`config.mk`:
```
export PLATFORM = sky130hd
export DESIGN_NAME = rps_match_controller_flat
export DESIGN_NICKNAME = d
export VERILOG_FILES = /design/src/rtl/rps_match_if.sv /design/src/rtl/rps_match_controller.sv /design/src/flat_wrapper.sv
export SDC_FILE = /design/constraint.sdc
export NUM_CORES = 1
export LEC_CHECK = 0
export BUFFER_PORTS_ARGS = -buffer_cell sky130_fd_sc_hd__buf_2
export CORE_ASPECT_RATIO = 1.2
export CORE_MARGIN = 2
export CORE_UTILIZATION = 50
export DETAILED_ROUTE_END_ITERATION = 12
export GPL_ROUTABILITY_DRIVEN = 0
export HOLD_SLACK_MARGIN = 0.02
export PLACE_DENSITY = 0.73
export SETUP_SLACK_MARGIN = 0.1
export SLEW_MARGIN = 20
export SYNTH_ARGS = -nofsm -noshare
export SYNTH_HDL_FRONTEND = slang
export SYNTH_SLANG_ARGS = --single-unit
```
`constraint.sdc`:
```
create_clock -name clk -period 3 [get_ports clk]
set_clock_uncertainty 0.2 [all_clocks]
set_input_delay 0.75 -clock clk [delete_from_list [all_inputs] [get_ports clk]]
set_output_delay 0.75 -clock clk [all_outputs]
set_load 0.01 [all_outputs]
```
`src/rtl/rps_match_if.sv`:
```
// Bus between the RPS match controller and its players, evaluator and host.
// The master modport is the environment side; the slave modport is the controller.
interface rps_match_if;
    logic       match_start;
    logic       p1_valid;
    logic       p2_valid;
    logic [1:0] p1_move;
    logic [1:0] p2_move;
    logic       p1_ready;
    logic       p2_ready;
    logic       eval_req;
    logic [1:0] eval_p1;
    logic [1:0] eval_p2;
    logic       eval_ack;
    logic [1:0] eval_result;
    logic [3:0] score1;
    logic [3:0] score2;
    logic [3:0] round_cnt;
    logic       match_done;
    logic [1:0] match_winner;
    logic [2:0] state;

    modport master (
        output match_start, p1_valid, p2_valid, p1_move, p2_move, eval_ack, eval_result,
        input  p1_ready, p2_ready, eval_req, eval_p1, eval_p2, score1, score2,
               round_cnt, match_done, match_winner, state
    );

    modport slave (
        input  match_start, p1_valid, p2_valid, p1_move, p2_move, eval_ack, eval_result,
        output p1_ready, p2_ready, eval_req, eval_p1, eval_p2, score1, score2,
               round_cnt, match_done, match_winner, state
    );
endinterface

```
`src/rtl/rps_match_controller.sv`:
```
// Rock-paper-scissors match controller: collects both moves, hands them to an
// external evaluator, keeps score and declares the match winner.
module rps_match_controller #(
    parameter int unsigned WIN_TARGET = 3,
    parameter int unsigned MAX_ROUNDS = 9,
    parameter int unsigned TIMEOUT    = 255
) (
    input  logic        clk,
    input  logic        reset,
    rps_match_if.slave  bus
);

    localparam int unsigned SCORE_W = 4;
    localparam int unsigned TIMER_W = 8;
    localparam int unsigned MOVE_W  = 2;

    localparam logic [2:0] S_IDLE    = 3'b000;
    localparam logic [2:0] S_COLLECT = 3'b001;
    localparam logic [2:0] S_EVAL    = 3'b010;
    localparam logic [2:0] S_UPDATE  = 3'b011;
    localparam logic [2:0] S_DONE    = 3'b100;

    localparam logic [1:0] RES_DRAW    = 2'b00;
    localparam logic [1:0] RES_P1      = 2'b01;
    localparam logic [1:0] RES_P2      = 2'b10;
    localparam logic [1:0] RES_INVALID = 2'b11;

    logic [2:0]         r_state;
    logic [2:0]         w_state_nxt;
    logic               r_p1_held;
    logic               r_p2_held;
    logic [MOVE_W-1:0]  r_p1_move;
    logic [MOVE_W-1:0]  r_p2_move;
    logic [1:0]         r_result;
    logic [TIMER_W-1:0] r_timer;
    logic [SCORE_W-1:0] r_score1;
    logic [SCORE_W-1:0] r_score2;
    logic [SCORE_W-1:0] r_round_cnt;
    logic [1:0]         r_winner;

    logic               w_in_collect;
    logic               w_p1_acc;
    logic               w_p2_acc;
    logic               w_p1_have;
    logic               w_p2_have;
    logic               w_both_have;
    logic               w_timeout;
    logic [1:0]         w_forced;
    logic [SCORE_W-1:0] w_score1_upd;
    logic [SCORE_W-1:0] w_score2_upd;
    logic [SCORE_W-1:0] w_round_upd;
    logic               w_match_over;

    // Move acceptance; a move accepted on this edge counts as present.
    assign w_in_collect = (r_state == S_COLLECT);
    assign w_p1_acc     = w_in_collect & bus.p1_valid & ~r_p1_held;
    assign w_p2_acc     = w_in_collect & bus.p2_valid & ~r_p2_held;
    assign w_p1_have    = r_p1_held | w_p1_acc;
    assign w_p2_have    = r_p2_held | w_p2_acc;
    assign w_both_have  = w_p1_have & w_p2_have;
    assign w_timeout    = (r_timer == TIMER_W'(TIMEOUT - 1));

    // Forfeit result: the player who showed up wins, nobody showing is a draw.
    assign w_forced = {~w_p1_have & w_p2_have, w_p1_have & ~w_p2_have};

    // Post-update score values; an invalid result leaves everything untouched.
    assign w_score1_upd = r_score1 + SCORE_W'(r_result == RES_P1);
    assign w_score2_upd = r_score2 + SCORE_W'(r_result == RES_P2);
    assign w_round_upd  = r_round_cnt + SCORE_W'(r_result != RES_INVALID);
    assign w_match_over = (w_score1_upd == SCORE_W'(WIN_TARGET)) |
                          (w_score2_upd == SCORE_W'(WIN_TARGET)) |
                          (w_round_upd  == SCORE_W'(MAX_ROUNDS));

    // State register.
    always_ff @(posedge clk or posedge reset) begin
        if (reset) begin
            r_state <= S_IDLE;
        end else begin
            r_state <= w_state_nxt;
        end
    end

    // Next-state decode; unused encodings fall back to IDLE.
    always_comb begin
        w_state_nxt = r_state;
        case (r_state)
            S_IDLE, S_DONE: begin
                if (bus.match_start) begin
                    w_state_nxt = S_COLLECT;
                end
            end
            S_COLLECT: begin
                if (w_both_have) begin
                    w_state_nxt = S_EVAL;
                end else if (w_timeout) begin
                    w_state_nxt = S_UPDATE;
                end
            end
            S_EVAL: begin
                if (bus.eval_ack) begin
                    w_state_nxt = S_UPDATE;
                end
            end
            S_UPDATE: begin
                w_state_nxt = w_match_over ? S_DONE : S_COLLECT;
            end
            default: begin
                w_state_nxt = S_IDLE;
            end
        endcase
    end

    // Round datapath: move latches, timer, result capture and scoring.
    always_ff @(posedge clk or posedge reset) begin
        if (reset) begin
            r_p1_held   <= 1'b0;
            r_p2_held   <= 1'b0;
            r_p1_move   <= '0;
            r_p2_move   <= '0;
            r_result    <= RES_DRAW;
            r_timer     <= '0;
            r_score1    <= '0;
            r_score2    <= '0;
            r_round_cnt <= '0;
            r_winner    <= 2'b00;
        end else begin
            case (r_state)
                S_IDLE, S_DONE: begin
                    if (bus.match_start) begin
                        r_p1_held   <= 1'b0;
                        r_p2_held   <= 1'b0;
                        r_p1_move   <= '0;
                        r_p2_move   <= '0;
                        r_result    <= RES_DRAW;
                        r_timer     <= '0;
                        r_score1    <= '0;
                        r_score2    <= '0;
                        r_round_cnt <= '0;
                        r_winner    <= 2'b00;
                    end
                end
                S_COLLECT: begin
                    if (w_p1_acc) begin
                        r_p1_held <= 1'b1;
                        r_p1_move <= bus.p1_move;
                    end
                    if (w_p2_acc) begin
                        r_p2_held <= 1'b1;
                        r_p2_move <= bus.p2_move;
                    end
                    if (!w_both_have && w_timeout) begin
                        r_result <= w_forced;
                    end else begin
                        r_timer <= r_timer + TIMER_W'(1);
                    end
                end
                S_EVAL: begin
                    if (bus.eval_ack) begin
                        r_result <= bus.eval_result;
                    end
                end
                S_UPDATE: begin
                    r_score1    <= w_score1_upd;
                    r_score2    <= w_score2_upd;
                    r_round_cnt <= w_round_upd;
                    if (w_match_over) begin
                        if (w_score1_upd > w_score2_upd) begin
                            r_winner <= 2'b01;
                        end else if (w_score2_upd > w_score1_upd) begin
                            r_winner <= 2'b10;
                        end else begin
                            r_winner <= 2'b00;
                        end
                    end else begin
                        r_p1_held <= 1'b0;
                        r_p2_held <= 1'b0;
                        r_p1_move <= '0;
                        r_p2_move <= '0;
                        r_timer   <= '0;
                    end
                end
                default: begin
                end
            endcase
        end
    end

    // Outputs come straight from registers or from decodes of the state register.
    assign bus.state        = r_state;
    assign bus.p1_ready     = w_in_collect & ~r_p1_held;
    assign bus.p2_ready     = w_in_collect & ~r_p2_held;
    assign bus.eval_req     = (r_state == S_EVAL);
    assign bus.eval_p1      = r_p1_move;
    assign bus.eval_p2      = r_p2_move;
    assign bus.score1       = r_score1;
    assign bus.score2       = r_score2;
    assign bus.round_cnt    = r_round_cnt;
    assign bus.match_done   = (r_state == S_DONE);
    assign bus.match_winner = r_winner;

endmodule

```
`src/flat_wrapper.sv`:
```
// flat-port wrapper written by rule: the top's interface ports become plain ports
module rps_match_controller_flat 
#(
    parameter int unsigned WIN_TARGET = 3,
    parameter int unsigned MAX_ROUNDS = 9,
    parameter int unsigned TIMEOUT    = 255
)
  (clk, reset, bus_match_start, bus_p1_valid, bus_p2_valid, bus_p1_move, bus_p2_move, bus_eval_ack, bus_eval_result, bus_p1_ready, bus_p2_ready, bus_eval_req, bus_eval_p1, bus_eval_p2, bus_score1, bus_score2, bus_round_cnt, bus_match_done, bus_match_winner, bus_state);
  rps_match_if bus_i ();
  input  logic clk;
  input  logic reset;
  input wire logic [$bits(bus_i.match_start)-1:0] bus_match_start;
  input wire logic [$bits(bus_i.p1_valid)-1:0] bus_p1_valid;
  input wire logic [$bits(bus_i.p2_valid)-1:0] bus_p2_valid;
  input wire logic [$bits(bus_i.p1_move)-1:0] bus_p1_move;
  input wire logic [$bits(bus_i.p2_move)-1:0] bus_p2_move;
  input wire logic [$bits(bus_i.eval_ack)-1:0] bus_eval_ack;
  input wire logic [$bits(bus_i.eval_result)-1:0] bus_eval_result;
  output wire logic [$bits(bus_i.p1_ready)-1:0] bus_p1_ready;
  output wire logic [$bits(bus_i.p2_ready)-1:0] bus_p2_ready;
  output wire logic [$bits(bus_i.eval_req)-1:0] bus_eval_req;
  output wire logic [$bits(bus_i.eval_p1)-1:0] bus_eval_p1;
  output wire logic [$bits(bus_i.eval_p2)-1:0] bus_eval_p2;
  output wire logic [$bits(bus_i.score1)-1:0] bus_score1;
  output wire logic [$bits(bus_i.score2)-1:0] bus_score2;
  output wire logic [$bits(bus_i.round_cnt)-1:0] bus_round_cnt;
  output wire logic [$bits(bus_i.match_done)-1:0] bus_match_done;
  output wire logic [$bits(bus_i.match_winner)-1:0] bus_match_winner;
  output wire logic [$bits(bus_i.state)-1:0] bus_state;
  assign bus_i.match_start = bus_match_start;
  assign bus_i.p1_valid = bus_p1_valid;
  assign bus_i.p2_valid = bus_p2_valid;
  assign bus_i.p1_move = bus_p1_move;
  assign bus_i.p2_move = bus_p2_move;
  assign bus_i.eval_ack = bus_eval_ack;
  assign bus_i.eval_result = bus_eval_result;
  assign bus_p1_ready = bus_i.p1_ready;
  assign bus_p2_ready = bus_i.p2_ready;
  assign bus_eval_req = bus_i.eval_req;
  assign bus_eval_p1 = bus_i.eval_p1;
  assign bus_eval_p2 = bus_i.eval_p2;
  assign bus_score1 = bus_i.score1;
  assign bus_score2 = bus_i.score2;
  assign bus_round_cnt = bus_i.round_cnt;
  assign bus_match_done = bus_i.match_done;
  assign bus_match_winner = bus_i.match_winner;
  assign bus_state = bus_i.state;
  rps_match_controller #(.WIN_TARGET(WIN_TARGET), .MAX_ROUNDS(MAX_ROUNDS), .TIMEOUT(TIMEOUT)) u_core (.clk(clk), .reset(reset), .bus(bus_i));
endmodule
```
==> results of run 1 <==
-- report_power, final --
| group | leakage, nW | switching [mW] | internal (mW) | total (mW) |
|---|---|---|---|---|
| clock | 0.0450 | 0.170 | 0.161 | 0.330 |
| combinational | 0.670 | 0.625 | 0.477 | 1.10 |
| sequential | 0.441 | 0.139 | 0.560 | 0.699 |
| total | 1.16 | 0.934 | 1.20 | 2.13 |
-- cells by family (layout without fill, tap and decap cells) --
kind of cell    count (synthesis)  in the layout  synth area share
simple gates                   84             84            0.2201
xor+xnor                        9              9           0.03788
flops                          33             33            0.3969
buf+inv                        23             62           0.05711
fa+ha+maj                      12             12           0.07216
compound gates                 68             68            0.2159
-- per-stage QoR --
step / total power, mW / setup WS [ps] / hold slack, ps
after detailed placement: 1.818 / 515.0 / 288.8
after floorplan: 1.545 / 732.5 / 321.9
after global routing: 2.333 / 276.3 / 333.9
after global placement: 1.789 / 575.0 / 290.2
final: 2.132 / 425.3 / 299.0
after CTS: 2.153 / 416.0 / 306.7
-- metal layers --
layer	track usage	routed length, um	vias up	part of all wire
li1	-	-	888	-
met3	0.04185	158	7	0.035
met2	0.4232	2309	39	0.52
met1	0.2384	1957	866	0.44
met4	0.05679	47	0	0.011
met5	0	0	-	0
-- final cells by class --
class | instances | area [sq um]
Tap cell | 54 | 67.56
Clock inverter | 2 | 10.01
Multi-Input combinational cell | 173 | 1136
Fill cell | 396 | 1602
Clock buffer | 6 | 72.57
Inverter | 15 | 56.30
Sequential cell | 33 | 825.8
Timing Repair Buffer | 39 | 202.7
-- flip-flops by register name, indices dropped and copies added (netlist names) --
| signal | flops |
|---|---|
| u_core.bus.match_winner | 2 |
| u_core.r_timer | 8 |
| u_core.r_p2_held | 1 |
| u_core.r_result | 2 |
| u_core.bus.eval_p2 | 2 |
| u_core.bus.score2 | 4 |
| u_core.bus.eval_p1 | 2 |
| u_core.bus.state | 3 |
| u_core.bus.score1 | 4 |
| u_core.bus.round_cnt | 4 |
| u_core.r_p1_held | 1 |
-- final timing paths --
kind,from,end,slack (ps),cells after the start
worst max-delay path,u_core.bus.state[2],bus_p2_ready,430,3
worst min-delay path,u_core.bus.match_winner[1],u_core.bus.match_winner[1],300,1
worst max register to register,u_core.r_result[0],u_core.r_timer[0],540,8
worst min register to register,u_core.bus.match_winner[1],u_core.bus.match_winner[1],300,1
max in group asynchronous,reset,u_core.bus.state[1],1940,3
min in group asynchronous,reset,u_core.r_timer[2],350,3
-- cell usage in the layout (no fill, tap or decap), types with 2 or more instances in the layout --
master / count
sky130_fd_sc_hd__nand2_1: 24
sky130_fd_sc_hd__nor2b_1: 6
sky130_fd_sc_hd__nor3_1: 2
sky130_fd_sc_hd__nand3_1: 10
sky130_fd_sc_hd__a22oi_1: 4
sky130_fd_sc_hd__inv_1: 15
sky130_fd_sc_hd__a22o_1: 4
sky130_fd_sc_hd__buf_4: 3
sky130_fd_sc_hd__o311ai_1: 2
sky130_fd_sc_hd__dfrtp_1: 33
sky130_fd_sc_hd__clkbuf_8: 5
sky130_fd_sc_hd__buf_2: 36
sky130_fd_sc_hd__o22ai_2: 2
sky130_fd_sc_hd__xnor2_1: 4
sky130_fd_sc_hd__nor3b_4: 2
sky130_fd_sc_hd__clkinv_2: 2
sky130_fd_sc_hd__o21ai_1: 3
sky130_fd_sc_hd__ha_1: 12
sky130_fd_sc_hd__o21ai_0: 20
sky130_fd_sc_hd__xor2_1: 5
sky130_fd_sc_hd__and3_1: 2
sky130_fd_sc_hd__or2_2: 2
sky130_fd_sc_hd__nor2_1: 22
sky130_fd_sc_hd__a21oi_1: 19
sky130_fd_sc_hd__o2bb2ai_1: 3
-- worst max-delay path: stages (launching register included) --
cell and delay (ps):
sky130_fd_sc_hd__dfrtp_1 530, sky130_fd_sc_hd__or3b_4 560, sky130_fd_sc_hd__nor2_1 120, sky130_fd_sc_hd__buf_2 130
==> metrics.sh, run 1 <==
RUN_STATUS='complete, no violations'
CORE_SQ_UM=3973
DETAIL_ROUTE.VIAS_PER_CELL=5.590
UNREPAIRED_SETUP_ENDPOINTS_AFTER_GLOBAL_ROUTING='false'
DIE_AREA_SQ_UM=4696
STD_CELL_ROWS=25
DRIVE_GT1_FRAC=0.2313
TIMING_WORST_SETUP_PATH_TYPE='reg -> out'
DIE_H_UM=74.67
POST-ROUTE-DRC-COUNT=0
SYNTH_NETS=253
NUMBER_OF_GLOBAL_ROUTE_VIAS_BEFORE_REPAIR=1826
SYN_AREA_PER_CELL_SQ_UM=9.086
POSTSYNTH.TOPFLOPCELL='sky130_fd_sc_hd__dfrtp_1'
GR-USAGE-ALL-LAYERS=0.2149
SYNTHMOSTINSTANTIATEDCELL='sky130_fd_sc_hd__dfrtp_1'
SEQUENTIAL_ELEMENT_SHARE_OF_THE_SYNTHESIZED_AREA=0.3969
GRT_START_MAX_NET_PINS=34
MAXCLOCKFREQUENCY_MHz=388.4
TOP_POST_SYNTHESIS_CELLS_BY_AREA='sky130_fd_sc_hd__dfrtp_1 (40%), sky130_fd_sc_hd__ha_1 (7.2%), sky130_fd_sc_hd__o21ai_0 (4.8%)'
POWERDENSITY_nW_PER_UM2=899.3
DRT_ITER0_MARKERS=88
IO_PINS=37
CP_DATA_ARRIVAL_TIME_PS=1620
YOSYSTOPAREACELLSHARE=0.3969
CTS.REPORTEDPATHS.CLKPINSLEW_PS=70
REPORT.FINAL.HOLD_VIOL_COUNT=0
INITIAL_CORE_UTIL=0.5238
LAYOUT.CORE_UTILIZATION=0.5969
HEADROOM_TO_THE_MAX_SLEW_LIMIT=0.6442
DR.PASS1.ITERS=4
POST_CTS_RESIZE_COUNT=0
ANTENNA_FOUND_INITIAL=0
LAYOUT_WORST_PATH_CYCLE_SHARE=0.8582
HALF_PERIMETER_WIRE_LENGTH_AFTER_PLACEMENT_MM=3.279
ANTENNA-DIODE-COUNT=0
CP_MAX_FO=13
OVERFLOW_AFTER_GRT=0
TIMING_MAX_TRANSITION_VIOLATIONS_FINAL=0
TIMING_WORST_SLEW_PIN_VALUE_PS=525.4
WL_PER_CELL_UM=13.89
POSTLAYOUTCELLAREA_SQ_UM=2371
WORST_HOLD_PATH_TYPE='reg -> reg'
CRITPATHCAPTURETYPE='output port'
PLACEMENT.CELL_AREA_SQ_UM=2288
YS_ASYNC_SR_FRACTION=1.000
CLOCKROOTBUFFER='sky130_fd_sc_hd__clkbuf_8'
FINISH.CELL_COUNT_WITHOUT_FILLERS=322
GRT_FIRST_PASS_WIRELENGTH_MM=7.976
IO_BUFFER_COUNT=36
TIMING.FINAL.SETUP_VIOLATIONS=0
IRDROPWORSTVDD_mV=0.4722
SYNTH_EDF_COUNT=0
DIE_X_UM=62.89
POST-CTS-SETUP-BUFFERS=0
SYNTH_TOP_CELLS_BY_COUNT='sky130_fd_sc_hd__dfrtp_1 (33), sky130_fd_sc_hd__nand2_1 (24), sky130_fd_sc_hd__nor2_1 (22)'
SYNTH_TOP_CELL_BY_AREA='sky130_fd_sc_hd__dfrtp_1'
TIMING.SETUP.TNS_PS=0
CTS.HOLD.BUFFERS_ADDED=0
YOSYS_WARNINGS=0
CP_DATA_REQUIRED_TIME_PS=2050
YS_SEQ_ELEMENTS=33
SYNTHCELLS=229
ANT_NETS=0
P_LEAK_nW=1.156
CTS_TREE='yes'
CTS-HTREE-LEVELS=2
CLOCK-SINKS=33
PLACE_INST=314
DETAILROUTE.VIA_COUNT=1800
CLK_LATENCY_PS=280
FINAL_NETS=291
SYN_AREA_SQ_UM=2081
START_KIND='flop'
CTS-ROOT-TO-SINK-BUFFERS=2
CAP_VIOLATIONS=0
YS_TYPES=51
FINAL_PERIOD_MINUS_WORST_SETUP_SLACK_PS=2575
TRITONCTS_BUFFER_COUNT=5
TOTALWIRELENGTH_MM=4.472
AREA_DELTA_SYNTH_FINAL_PCT=13.95
Note: power is estimated with default switching activity, not from simulation.
==> run 2, diff against run 1 <==
ABC_AREA = 1   (was not set)
CORE_ASPECT_RATIO = 0.7   (was 1.2)
PLACE_DENSITY = 0.72   (was 0.73)
==> run 2 against run 1 <==
Sequential power down 1%. Sequential share of layout area down 0.91 points. Critical endpoint is now bus_p1_ready. Clock power up 2%. Combinational power up 10%. Largest cell class unchanged. Synthesized area up 2.0%. First-iteration DRC count up 65%. Non-clock buffer count down 2. Cell count up 18%. Highest routed layer unchanged. Routed wire length up 5.8%. Design area up 2.7%. Hold slack worse by 27 ps. Synthesized cell count up 25%.
==> metrics.sh, run 2 <==
TOTALWIRELENGTH_MM=4.732  # +5.8%
R2R.WORST_PATH.CELLS=12  # +4
DRIVE_GT1_FRAC=0.1890  # -0.04232
POST_CTS_RESIZE_COUNT=0  # unchanged
SYNTH_TOP_CELL_BY_AREA='sky130_fd_sc_hd__dfrtp_1'
SWITCHINGPOWER_mW=1.076  # +15%
SYNTH_NETS=311  # +23%
POWER.INTERNAL_mW=1.166  # -2.7%
WL_PER_CELL_UM=12.45  # -10%
POWERDENSITY_nW_PER_UM2=921.0  # +2.4%
IRDROPWORSTVDD_mV=0.4947  # +4.7%
MULTI_INPUT_COMB_AREA_SQ_UM=1110  # -2.3%
YS_ASYNC_SR_FRACTION=1.000  # unchanged
TIMING_MAX_TRANSITION_VIOLATIONS_FINAL=0  # unchanged
GR-USAGE-ALL-LAYERS=0.2183  # +0.003355
SYNTHCELLS=287  # +25%
CTS-ROOT-TO-SINK-BUFFERS=2  # unchanged
DRT_ITER0_MARKERS=145  # +65%
CLKPWRFRAC=0.150  # -0.005
TRITONCTS_BUFFER_COUNT=5  # unchanged
TIMING_WORST_SLEW_PIN_VALUE_PS=435.7  # -89.75 ps
COMB_POWER_SHARE=0.541  # +0.024
POST-ROUTE-DRC-COUNT=0  # unchanged
CP_DATA_REQUIRED_TIME_PS=2050  # about the same
NUMBER_OF_GLOBAL_ROUTE_VIAS_BEFORE_REPAIR=1726  # -5.5%
RUN_STATUS='complete, no violations'
POSTSYNTH.TOPFLOPCELL='sky130_fd_sc_hd__dfrtp_1'
CLK_LATENCY_PS=280  # about the same
WORST_HOLD_PATH_TYPE='reg -> reg'
CRITPATHCAPTURETYPE='output port'
REGMOSTFLOPS='u_core.r_timer'
MAXCLOCKFREQUENCY_MHz=415.9  # +7.1%
TOP_POST_SYNTHESIS_CELLS_BY_AREA='sky130_fd_sc_hd__dfrtp_1 (39%), sky130_fd_sc_hd__nand2_1 (16%), sky130_fd_sc_hd__ha_1 (7.1%)'
CP_DATA_ARRIVAL_TIME_PS=1450  # -170 ps
YOSYSTOPAREACELLSHARE=0.3889  # -0.007951
P_TOTAL_mW=2.243  # +5.2%
STD_CELL_ROWS=19  # -24%
CLOCK-SINKS=33  # unchanged
TIMING.FINAL.SETUP_VIOLATIONS=0  # unchanged
HALF_PERIMETER_WIRE_LENGTH_AFTER_PLACEMENT_MM=3.524  # +7.5%
ANTENNA-DIODE-COUNT=0  # unchanged
SEQUENTIAL_CELL_AREA_SQ_UM=825.8  # unchanged
UNREPAIRED_SETUP_ENDPOINTS_AFTER_GLOBAL_ROUTING='false'
START_KIND='flop'
YS_TYPES=26  # -49%
POSTLAYOUTSETUPSLACKWORST_PS=595.7  # +170.4 ps
TIMING_WORST_SETUP_PATH_TYPE='reg -> out'
FINAL_NETS=352  # +21%
GRT_FIRST_PASS_WIRELENGTH_MM=7.921  # -0.69%
IO_PINS=37  # unchanged
CTS.REPORTEDPATHS.CLKPINSLEW_PS=70  # about the same
SEQUENTIAL_ELEMENT_SHARE_OF_THE_SYNTHESIZED_AREA=0.3889  # -0.007951
IO_BUFFER_COUNT=36  # unchanged
CTS.HOLD.BUFFERS_ADDED=0  # unchanged
YOSYS_WARNINGS=0  # unchanged
SWITCHING_SHARE=0.4799  # +0.04192
AREA_DELTA_SYNTH_FINAL_PCT=14.67
LAYOUT_WORST_PATH_CYCLE_SHARE=0.8014  # -0.05679
SYNTH_EDF_COUNT=0  # unchanged
SYNTH_TOP_CELLS_BY_COUNT='sky130_fd_sc_hd__nand2_1 (93), sky130_fd_sc_hd__inv_1 (38), sky130_fd_sc_hd__dfrtp_1 (33)'
ANTENNA_FOUND_INITIAL=0  # unchanged
FINAL_PERIOD_MINUS_WORST_SETUP_SLACK_PS=2404  # -170.4 ps
DIE_X_UM=81.89  # +30%
INITIAL_CORE_UTIL=0.5316  # +0.007862
LAYOUT_COMMON_CELLS='sky130_fd_sc_hd__nand2_1 (93), sky130_fd_sc_hd__inv_1 (38), sky130_fd_sc_hd__buf_2 (36)'
CORE_SQ_UM=3994  # +0.54%
SYN_AREA_SQ_UM=2123  # +2.0%
POWER_FRAC_SEQ=0.308  # -0.020
YS_SEQ_ELEMENTS=33  # unchanged
CTS-HTREE-LEVELS=2  # unchanged
CAP_VIOLATIONS=0  # unchanged
GRT_START_MAX_NET_PINS=34  # unchanged
SYNTHMOSTINSTANTIATEDCELL='sky130_fd_sc_hd__nand2_1'
POST-CTS-SETUP-BUFFERS=0  # unchanged
DETAIL_ROUTE.VIAS_PER_CELL=5.034  # -9.9%
SYN_AREA_PER_CELL_SQ_UM=7.398  # -19%
DIE_H_UM=58.52  # -22%
CTS_TREE='yes'
DETAILROUTE.VIA_COUNT=1913  # +6.3%
HOLDPATHSTAGES=2  # +1
CP_MAX_FO=13  # unchanged
DR.PASS1.ITERS=4  # unchanged
HEADROOM_TO_THE_MAX_SLEW_LIMIT=0.7096  # +0.06537
P_LEAK_nW=1.357  # +17%
N_FILL_CELL=364  # -8.1%
OVERFLOW_AFTER_GRT=0  # unchanged
LARGEST_REGISTER_FFS=8  # unchanged
LAYOUT_COMMONEST_CELL='sky130_fd_sc_hd__nand2_1'
CLOCKROOTBUFFER='sky130_fd_sc_hd__clkbuf_8'
PLACEMENT.SETUP.WORST_SLACK_PS=741.8  # +226.8 ps
DIE_AREA_SQ_UM=4792  # +2.0%
REPORT.FINAL.HOLD_VIOL_COUNT=0  # unchanged
ANT_NETS=0  # unchanged
TIMING.SETUP.TNS_PS=0  # unchanged
## run 2: power by group through the flow
| stage | Sequential [mW] | Clock (mW) | Combinational (mW) |
|---|---|---|---|
| final | 0.692 | 0.337 | 1.21 |
| after global routing | 0.709 | 0.362 | 1.38 |
| after CTS | 0.691 | 0.348 | 1.21 |
| after detailed placement | 0.698 | 0 | 1.20 |
| after global placement | 0.693 | 0 | 1.18 |
| after floorplan | 0.721 | 0 | 0.864 |
## run 2: cell type report
type / count / share of cell area
clock buffers: 7 / 0.03546
inverters: 42 / 0.06578
multi-input cells: 209 / 0.4558
flip-flops and latches: 33 / 0.3392
well taps: 52 / 0.02672
repair buffers: 37 / 0.07708
## run 2: logic make-up (layout without fill, tap and decap cells)
group,count (synthesis),after routing,synth area share
buf+inv,45,86,0.08839
simple gates,170,170,0.3736
fa+ha+maj,12,12,0.07071
compound gates,25,25,0.07012
xor+xnor,2,2,0.008251
flops,33,33,0.3889
## run 2: worst max-delay path, cell delays in order, from the launching register on
cell	delay, ps
sky130_fd_sc_hd__dfrtp_1	400
sky130_fd_sc_hd__inv_2	90
sky130_fd_sc_hd__nand2_2	110
sky130_fd_sc_hd__nor2_4	170
sky130_fd_sc_hd__inv_2	140
sky130_fd_sc_hd__nor2_1	120
sky130_fd_sc_hd__buf_2	140
## run 2: per-layer routing
metal / vias up / part of all wire / GRT usage
met2: 58 / 0.39 / 0.2985
met4: 0 / 0.0093 / 0.05714
met5: - / 0 / 0
li1: 996 / - / -
met3: 5 / 0.061 / 0.05521
met1: 854 / 0.54 / 0.3423
## run 2: metrics by stage
stage               area, sq um  std cells  hold slack, ps  utilization
CTS                        2435        380           277.7       0.6096
global placement           2349        373           255.5       0.5880
finish                     2435        380           272.1       0.6096
floorplan                  2123        287           263.8            -
detailed placement         2349        373           258.1       0.5880
global route               2435        380           307.5       0.6096
## run 2: final timing paths
path | start | to | slack, ps
setup / recovery | u_core.bus.state[2] | bus_p1_ready | 600
hold / removal | u_core.bus.eval_p1[1] | u_core.bus.eval_p1[1] | 270
setup reg to reg | u_core.r_result[0] | u_core.bus.match_winner[0] | 730
hold reg to reg | u_core.bus.eval_p1[1] | u_core.bus.eval_p1[1] | 270
max in group asynchronous | reset | u_core.bus.state[0] | 1930
min in group asynchronous | reset | u_core.bus.eval_p1[1] | 340
==> run 3, diff against run 2 <==
clock period = 2.4 ns   (was 3 ns; I/O delays follow)
==> run 3 against run 2 <==
Non-clock buffer count is 3 higher. Via count rose by 2.3%. Sequential cell count stayed put. Design area is 4.4% higher. Largest power group unchanged. Setup slack worse by 420 ps. Largest cell class unchanged. Hold slack lost 70 ps.
==> metrics.sh, run 3 (same netlist as run 2, synthesis figures left out) <==
RUN_STATUS='complete, no violations'
CPMAXSTAGEDELAYCELL='sky130_fd_sc_hd__dfrtp_1'
LARGEST_REGISTER_FFS=8  # unchanged
ANT_NETS=0  # unchanged
START_KIND='flop'
TIMING.CRITICAL_PATH.MODE_CELL='sky130_fd_sc_hd__inv_1'
WL_PER_CELL_UM=12.60  # +1.2%
TOTALWIRELENGTH_MM=4.825  # +2.0%
FINAL_NETS=355  # +0.85%
IRDROPWORSTVDD_mV=0.5659  # +14%
TIMING.SETUP.TNS_PS=0  # unchanged
DRT_ITER0_MARKERS=124  # -14%
CRITPATHCAPTURETYPE='flop'
REGTOREGSTARTPOINT='u_core.r_result[1]'
ANTENNA-DIODE-COUNT=0  # unchanged
CLOCK-SINKS=33  # unchanged
TIMING_WORST_SLEW_PIN_VALUE_PS=419.6  # -16.03 ps
REGTOREGENDPOINT='u_core.bus.match_winner[0]'
LAYOUT_COMMONEST_CELL='sky130_fd_sc_hd__nand2_1'
CTS-ROOT-TO-SINK-BUFFERS=2  # unchanged
POWERDENSITY_nW_PER_UM2=1167  # +27%
UNREPAIRED_SETUP_ENDPOINTS_AFTER_GLOBAL_ROUTING='true'
CTS-HTREE-LEVELS=2  # unchanged
GRT_FIRST_PASS_WIRELENGTH_MM=7.672  # -3.1%
REGMOSTFLOPS='u_core.r_timer'
DIE_X_UM=81.89  # unchanged
POSTLAYOUTCELLAREA_SQ_UM=2542  # +4.4%
R2R.WORST_PATH.CELLS=12  # unchanged
CRITICAL-PATH-MAX-STAGE-DELAY_PS=420  # +20 ps
IO_PINS=37  # unchanged
TIMING_WORST_SETUP_PATH_TYPE='reg -> reg'
DR.PASS1.ITERS=4  # unchanged
NUMBER_OF_GLOBAL_ROUTE_VIAS_BEFORE_REPAIR=1655  # -4.1%
CTS.REPORTEDPATHS.CLKPINSLEW_PS=70  # about the same
PLACEMENT.CELL_AREA_SQ_UM=2349  # unchanged
DIE_AREA_SQ_UM=4792  # unchanged
P_LEAK_nW=1.372  # +1.1%
OVERFLOW_AFTER_GRT=0  # unchanged
IO_BUFFER_COUNT=36  # unchanged
GR-USAGE-ALL-LAYERS=0.2105  # -0.007804
CAP_VIOLATIONS=0  # unchanged
CP_DATA_REQUIRED_TIME_PS=2420  # +370 ps
CELL_BY_CELL_LISTING_OF_THE_CRITICAL_PATH='inv_2 > nor2_4 > ha_4 > ha_2 > inv_1 > ha_1 > inv_1 > nor2_2 > o21bai_4 > a21oi_2 > nand4_1 > nand2_1'
WORST_HOLD_PATH_TYPE='in -> async'
STD_CELL_ROWS=19  # unchanged
AREA_DELTA_SYNTH_FINAL_PCT=19.74
FINAL_PERIOD_MINUS_WORST_SETUP_SLACK_PS=2225
DETAIL_ROUTE.VIAS_PER_CELL=5.110  # +1.5%
TIMING_MAX_TRANSITION_VIOLATIONS_FINAL=0  # unchanged
TIMING.FINAL.SETUP_VIOLATIONS=0  # unchanged
CLK_LATENCY_PS=270  # about the same
CORE_SQ_UM=3994  # unchanged
ANTENNA_FOUND_INITIAL=0  # unchanged
CTS_TREE='yes'
HALF_PERIMETER_WIRE_LENGTH_AFTER_PLACEMENT_MM=3.488  # -1.0%
CP_DATA_ARRIVAL_TIME_PS=2240  # +790 ps
GRT_START_MAX_NET_PINS=34  # unchanged
POST-ROUTE-DRC-COUNT=0  # unchanged
TRITONCTS_BUFFER_COUNT=5  # unchanged
DETAILROUTE.VIA_COUNT=1957  # +2.3%
LAYOUT_WORST_PATH_CYCLE_SHARE=0.9271
REPORT.FINAL.HOLD_VIOL_COUNT=0  # unchanged
MAXCLOCKFREQUENCY_MHz=449.4
DRIVE_GT1_FRAC=0.2508  # +0.06173
CP_MAX_FO=4  # -9
HEADROOM_TO_THE_MAX_SLEW_LIMIT=0.7202  # +0.01069
WORST-R2R-SETUP-SLACK_PS=170  # -560 ps
LAYOUT_COMMON_CELLS='sky130_fd_sc_hd__nand2_1 (90), sky130_fd_sc_hd__inv_1 (37), sky130_fd_sc_hd__buf_2 (36)'
DIE_H_UM=58.52  # unchanged
INITIAL_CORE_UTIL=0.5316  # unchanged
CLOCKROOTBUFFER='sky130_fd_sc_hd__clkbuf_8'
-- run 3: cell count changes in the layout (fill, tap and decap cells not counted), sizes merged --
cell  change
buf       +3
-- run 3: layer usage --
metal,up-vias,routed length [um],GRT usage
met3,2,321,0.05521
met2,63,1921,0.2880
li1,1000,-,-
met4,0,11,0.03571
met5,-,0,0
met1,892,2571,0.3363
-- run 3: worst max-delay path by stage --
| stage | start | endpoint | slack, ps |
|---|---|---|---|
| floorplan | u_core.r_result[1] | u_core.bus.match_winner[0] | 340 |
| global placement | u_core.r_result[0] | u_core.bus.match_winner[1] | 240 |
| detailed placement | u_core.r_result[1] | u_core.bus.match_winner[0] | 160 |
| CTS | u_core.r_result[1] | u_core.bus.match_winner[0] | 150 |
| global route | u_core.r_result[0] | u_core.bus.match_winner[1] | 60 |
| finish | u_core.r_result[1] | u_core.bus.match_winner[0] | 170 |
-- run 3: layout make-up --
| class | count | area [sq um] |
|---|---|---|
| sequential | 33 | 828.3 |
| tap | 52 | 65.06 |
| timing repair buffer | 40 | 214.0 |
| clock buffer | 7 | 86.33 |
| inverter | 42 | 162.7 |
| multi-input combinational | 209 | 1186 |
| fill | 362 | 1451 |
-- run 3: timing repair --
item / CTS / global route
hold buffers: 0 / 0
setup endpoints to repair: 0 / 18
buffers inserted: 0 / 3
gates resized for setup: 0 / 26
-- run 3: metrics by stage --
| step | setup WS (ps) | utilization | total power, mW | hold slack, ps | instances |
|---|---|---|---|---|---|
| floorplan | 344.8 | - | 1.981 | 263.8 | 287 |
| global route | 63.24 | 0.6366 | 3.245 | 250.3 | 383 |
| CTS | 151.0 | 0.6096 | 2.800 | 217.2 | 380 |
| detailed placement | 163.6 | 0.5880 | 2.371 | 257.8 | 373 |
| global placement | 241.0 | 0.5880 | 2.337 | 255.5 | 373 |
| finish | 174.9 | 0.6366 | 2.968 | 202.0 | 383 |
-- run 3: power by group --
part	internal, mW	switching, mW
combinational	0.618	1.05
clock	0.227	0.187
sequential	0.710	0.171
-- run 3: worst max-delay path, delay by kind of cell (launching register included) --
family	cells	cell delay [ps]
buf+inv	3	190
simple gates	4	330
flops	1	420
compound gates	2	220
fa+ha+maj	3	790
